### config.mk
export PLATFORM = sky130hd
export DESIGN_NAME = store_write_queue
export DESIGN_NICKNAME = d
export VERILOG_FILES = /design/src/rtl/store_write_queue_pkg.sv /design/src/rtl/store_byte_serializer.sv /design/src/rtl/store_write_queue.sv
export SDC_FILE = /design/constraint.sdc
export NUM_CORES = 1
export LEC_CHECK = 0
export CORE_MARGIN = 2
export CORE_UTILIZATION = 60
export DETAILED_ROUTE_END_ITERATION = 16
export PLACE_DENSITY = 0.78
export SYNTH_ARGS = -nofsm -noshare
export SYNTH_HDL_FRONTEND = slang
export SYNTH_SLANG_ARGS = --single-unit
### constraint.sdc
create_clock -name clk -period 11.4 [get_ports clk]
set_input_delay 3.42 -clock clk [delete_from_list [all_inputs] [get_ports clk]]
set_output_delay 3.42 -clock clk [all_outputs]
set_load 0.005 [all_outputs]
### src/rtl/store_write_queue_pkg.sv
// Shared widths and store-length constants for the store write queue.
// Imported by the queue top level and its byte serializer.
package store_write_queue_pkg;

  localparam int BYTE_W         = 8;
  localparam int MEM_W          = BYTE_W;
  localparam int ADDR_W_DEF     = 32;
  localparam int DATA_BYTES_DEF = 4;
  localparam int BUS_W_DEF      = BYTE_W * DATA_BYTES_DEF;

  localparam int LEN_B = 1;
  localparam int LEN_H = 2;
  localparam int LEN_W = 4;

endpackage

### src/rtl/store_byte_serializer.sv
// Walks the head store one byte per accepted RAM cycle.
// Ports: clk/rst, rdy, head entry (valid/addr/data/len), ram handshake in,
// ram_write/ram_addr/ram_data out, retire pulse when the last byte lands.
module store_byte_serializer #(
  parameter int ADDR_W     = 32,
  parameter int DATA_BYTES = 4,
  parameter int LEN_W      = 3
) (
  input  logic                     clk,
  input  logic                     rst,
  input  logic                     rdy,
  input  logic                     head_valid,
  input  logic [ADDR_W-1:0]        head_addr,
  input  logic [8*DATA_BYTES-1:0]  head_data,
  input  logic [LEN_W-1:0]         head_len,
  input  logic                     ram_busy,
  input  logic                     io_buffer_full,
  input  logic                     ram_success,
  output logic                     ram_write,
  output logic [ADDR_W-1:0]        ram_addr,
  output logic [store_write_queue_pkg::MEM_W-1:0] ram_data,
  output logic                     retire
);
  import store_write_queue_pkg::*;

  logic [LEN_W-1:0] cur;
  logic             fire;
  logic             last;

  assign ram_write = rdy && head_valid
                  && !ram_busy && !io_buffer_full;
  assign fire      = ram_write && ram_success;

  // >= instead of == keeps a malformed length from
  // ever wedging the cursor past the end.
  assign last   = ({1'b0, cur} + (LEN_W+1)'(1))
               >= {1'b0, head_len};
  assign retire = fire && last;

  assign ram_addr = head_addr + ADDR_W'(cur);

  always_comb begin
    ram_data = '0;
    for (int i = 0; i < DATA_BYTES; i++) begin
      if (cur == LEN_W'(i))
        ram_data = head_data[i*BYTE_W +: BYTE_W];
    end
  end

  always_ff @(posedge clk) begin
    if (rst) begin
      cur <= '0;
    end else if (fire) begin
      cur <= last ? '0 : cur + LEN_W'(1);
    end
  end

endmodule

### src/rtl/store_write_queue.sv
// DEPTH-entry store FIFO drained byte-serially to a byte-wide RAM port,
// with a combinational load/store overlap check. Ports: clk/rst, rdy,
// push_*, full/empty/count, chk_addr/chk_len/chk_hit, ram_* handshake.
module store_write_queue #(
  parameter int DEPTH      = 4,
  parameter int ADDR_W     = 32,
  parameter int DATA_BYTES = 4,
  parameter int LEN_W      = 3
) (
  input  logic                          clk,
  input  logic                          rst,
  input  logic                          rdy,
  input  logic                          push,
  input  logic [LEN_W-1:0]              push_len,
  input  logic [ADDR_W-1:0]             push_addr,
  input  logic [8*DATA_BYTES-1:0]       push_data,
  output logic                          full,
  output logic                          empty,
  output logic [$clog2(DEPTH+1)-1:0]    count,
  input  logic [ADDR_W-1:0]             chk_addr,
  input  logic [LEN_W-1:0]              chk_len,
  output logic                          chk_hit,
  input  logic                          io_buffer_full,
  input  logic                          ram_busy,
  input  logic                          ram_success,
  output logic                          ram_write,
  output logic [ADDR_W-1:0]             ram_addr,
  output logic [7:0]                    ram_data
);
  import store_write_queue_pkg::*;

  localparam int PTR_W = $clog2(DEPTH);
  localparam int CNT_W = $clog2(DEPTH+1);
  localparam int DW    = BYTE_W * DATA_BYTES;

  logic [ADDR_W-1:0] addr_q [DEPTH];
  logic [DW-1:0]     data_q [DEPTH];
  logic [LEN_W-1:0]  len_q  [DEPTH];
  logic [DEPTH-1:0]  vld_q;

  logic [PTR_W-1:0]  head;
  logic [PTR_W-1:0]  tail;
  logic [CNT_W-1:0]  cnt_q;

  logic              len_ok;
  logic              push_ok;
  logic              retire;
  logic [DEPTH-1:0]  hit_vec;
  logic [ADDR_W:0]   c_end;

  assign count = cnt_q;
  assign empty = (cnt_q == '0);
  assign full  = (cnt_q == CNT_W'(DEPTH));

  assign len_ok  = (push_len != '0)
                && (push_len <= LEN_W'(DATA_BYTES));
  // full comes from the registered count, so a
  // same-cycle retire never makes room for a push.
  assign push_ok = rdy && push && !full && len_ok;

  store_byte_serializer #(
    .ADDR_W     (ADDR_W),
    .DATA_BYTES (DATA_BYTES),
    .LEN_W      (LEN_W)
  ) u_ser (
    .clk            (clk),
    .rst            (rst),
    .rdy            (rdy),
    .head_valid     (!empty),
    .head_addr      (addr_q[head]),
    .head_data      (data_q[head]),
    .head_len       (len_q[head]),
    .ram_busy       (ram_busy),
    .io_buffer_full (io_buffer_full),
    .ram_success    (ram_success),
    .ram_write      (ram_write),
    .ram_addr       (ram_addr),
    .ram_data       (ram_data),
    .retire         (retire)
  );

  always_ff @(posedge clk) begin
    if (rst) begin
      head  <= '0;
      tail  <= '0;
      cnt_q <= '0;
      vld_q <= '0;
    end else begin
      if (push_ok) begin
        addr_q[tail] <= push_addr;
        data_q[tail] <= push_data;
        len_q[tail]  <= push_len;
        vld_q[tail]  <= 1'b1;
        tail         <= tail + PTR_W'(1);
      end
      // tail != head whenever both fire, since push
      // needs !full and retire needs !empty.
      if (retire) begin
        vld_q[head] <= 1'b0;
        head        <= head + PTR_W'(1);
      end
      unique case ({push_ok, retire})
        2'b10:   cnt_q <= cnt_q + CNT_W'(1);
        2'b01:   cnt_q <= cnt_q - CNT_W'(1);
        default: cnt_q <= cnt_q;
      endcase
    end
  end

  // Ends are formed one bit wider so ranges near
  // the top of memory do not wrap to zero.
  assign c_end = {1'b0, chk_addr} + (ADDR_W+1)'(chk_len);

  for (genvar i = 0; i < DEPTH; i++) begin : g_chk
    logic [ADDR_W:0] e_end;
    assign e_end = {1'b0, addr_q[i]}
                 + (ADDR_W+1)'(len_q[i]);
    assign hit_vec[i] = vld_q[i]
                     && ({1'b0, addr_q[i]} < c_end)
                     && ({1'b0, chk_addr} < e_end);
  end

  assign chk_hit = (chk_len != '0) && (|hit_vec);

endmodule

==> flow_metrics.tcl <==
set metrics [dict create \
    leakagePower_nw 8.90 \
    hold_path.class "flip-flop to flip-flop" \
    cts_root_buf "clkbuf_16" \
    grt_pass1_vias 15300 \
    placed_area_um2 22300 \
    globalplace.congestion 0.940 \
    vias_per_cell 6.42 \
    ys.flop_type "edfxtp_1" \
    synth_area_per_cell_um2 11.9 \
    die_h_um 186 \
    htreeDepth 1 \
    post-route-period-util 0.973 \
    synth_edf_count 268 \
    die_area_um2 34500 \
    yosys-mux-area-fraction 0.0773 \
    synth_top_family_by_area "adder cells" \
    cap_viol_max_count 0 \
    clock_latency_ns 0.58 \
    cp-start-kind "primary input" \
    synth_top_area_frac 0.406 \
    rr_worst_depth 13 \
    post-synth-top-count-cell "ha_1" \
    antenna_left 0 \
    peakVddDrop_uv 127 \
    met1_usage 0.456 \
    synthTopCellsByArea "edfxtp_1 (41%), ha_1 (18%), mux4_2 (7.4%)" \
    syn_inst 1661 \
    ys_seq_elements 284 \
    grtUsageMet3 0.0491 \
    io_buffers 155 \
    cts_tree "built" \
    cts_made_buffers 30 \
    num_vias 15200 \
    grt_use_total 0.338 \
    critPathArrivalTime_ns 7.67 \
    synthArstFlopShare 0 \
    dp_hpwl_um 42600 \
    postLayoutCellArea_um2 23600 \
    post-place-cells 2303 \
    rsz0062_at_grt "false" \
    nNetsFinal 2290 \
    fillers 2254 \
    clk_path_buf_depth 3 \
    crit_type "primary input to primary output" \
    synth_compound_area_frac 0.0925 \
    drc_errors 0 \
    end_kind "primary output" \
    slew_headroom 0.200 \
    drtIter0Drc 1446 \
    ys.warnings.count 0 \
    std_cell_rows 66 \
    gr-usage-met2 0.561 \
    ys_types 69 \
    synth_xor_area_frac 0.0818 \
    drv_slew 0 \
    synthSimpleGateAreaFrac 0.125 \
    dr.pass1.iters 5 \
    grt_antenna_before_repair 3 \
    busiest_layer "met2" \
    synth_top_area_cell "edfxtp_1" \
    syn_area_um2 19800 \
    drive_gt1_frac 0.125 \
    setup_viol 0 \
    cp.required_ns 7.98 \
    tightest_slew_ns 1.20 \
    fin_crit_ns 11.09 \
    syn_nets 2056 \
    clk_pin_slew_worst_paths_ns 0.06 \
    status "finished clean" \
    ys_seq_area_frac 0.422 \
    powerDensity_nw_per_um2 109 \
    final_cells 2364 \
    cts.sinks 284 \
    clock_skew_ns 0.0208 \
    gr-total-overflow 0 \
    syn_to_final_growth_pct 19.3 \
    wl_per_cell_um 24.3 \
    whs_path_depth 2 \
    die_x_um 186 \
    initial_core_util 0.609 \
    ioPinCount 156 \
    synth_fa_ha_area_frac 0.185 \
    routed_wl_um 57400 \
    max_freq_ghz 0.0902 \
    grt_max_degree 68 \
    total_power_mw 2.58 \
    hold_viol 0 \
    core-area_um2 32500 \
    synth_commonest_cells "ha_1 (279), edfxtp_1 (268), nand2_1 (119)" \
    grt_pass1_wl_um 86700 \
    crit_fanout 4 \
]
==> routing by layer <==
metal	share of wire	up-vias	wire length, um
li1	-	6902	-
met1	0.41	7379	23500
met2	0.47	773	27100
met3	0.083	125	4760
met4	0.035	2	2020
met5	0.00023	-	13
==> critical path, cell delays in order <==
cell and delay, ns:
clkdlybuf4s50_1 0.43, ha_1 0.24, fa_2 0.36, a21o_1 0.25
buf_4 0.15, nand2_2 0.10, nor2_1 0.07, xnor2_2 0.15
buf_4 0.15, ha_1 0.29, and4_1 0.21, a211oi_1 0.28
o211ai_1 0.16, a31oi_2 0.22, o21ai_1 0.12, maj3_1 0.42
a21oi_2 0.18, o21ai_0 0.12, nand4_1 0.18, dlymetal6s2s_1 0.15
==> state kept, by name, indices dropped and copies added (netlist names), named ones only <==
name and flops:
len_q 12, data_q 128, head 2, addr_q 128, count 3, u_ser.cur 3
vld_q 4, tail 2
==> where the power goes <==
part           switching [mW]  internal [mW]  total (mW)
Clock                   0.433          0.715        1.15
Combinational           0.143          0.130       0.273
Sequential            0.00823           1.15        1.16
==> final cells by class <==
cell class	count	area (um2)	area share
multi-input combinational	1304	11200	0.475
clock inverter	23	412	0.0174
timing repair buffer	229	2120	0.0897
antenna	3	7.51	0.000317
sequential	284	8380	0.354
inverter	46	173	0.00730
clock buffer	33	762	0.0322
tap	442	553	0.0234
==> cell usage in the layout, fill, tap and decap left out, drive strengths merged, types with 16 or more instances in the layout <==
master,synthesis,routed
ha,279,279
edfxtp,268,268
clkdlybuf4s50,0,154
nand2,119,119
xor2,106,106
a21oi,92,92
nor2,83,83
xnor2,79,79
nand3,79,79
buf,14,74
mux4,66,66
o21ai,64,64
and3,54,54
inv,46,48
nand4,43,43
a21o,41,41
clkbuf,13,33
nor3,22,22
a211oi,21,21
dfxtp,16,16
==> worst paths after layout <==
check                              from                    end  slack, ns
setup / recovery            chk_addr[0]                chk_hit       0.31
hold reg to reg   count[2]$_SDFFE_PP0P_  count[2]$_SDFFE_PP0P_       0.56
hold / removal    count[2]$_SDFFE_PP0P_  count[2]$_SDFFE_PP0P_       0.56
setup reg to reg              flip-flop  count[2]$_SDFFE_PP0P_       7.21
==> cells by family after synthesis <==
family,Yosys count
AND/OR/NAND/NOR,471
AO/OA/AOI/OAI,289
adder cells (fa/ha/maj),289
flip-flops,284
XOR/XNOR,185
buffers and inverters,73
multiplexers,70
==> repair_timing <==
item / in CTS / in global routing
endpoints found under the hold margin: 0 / 0
buffers inserted: 0 / 2
endpoints found under the setup margin: 1 / 1
hold buffers: 0 / 0
pin swaps: 2 / 6
resized for setup: 5 / 20
==> per-stage QoR <==
step	setup slack, ns	util	hold WS (ns)	TNS (ns)
floorplan	0.980	-	0.494	0
global placement	0.0347	0.686	0.505	0
detailed placement	-0.105	0.686	0.545	-0.105
CTS	0.00107	0.723	0.555	0
global route	0.160	0.727	0.579	0
finish	0.308	0.727	0.557	0
(Power assumes the default switching activity.)
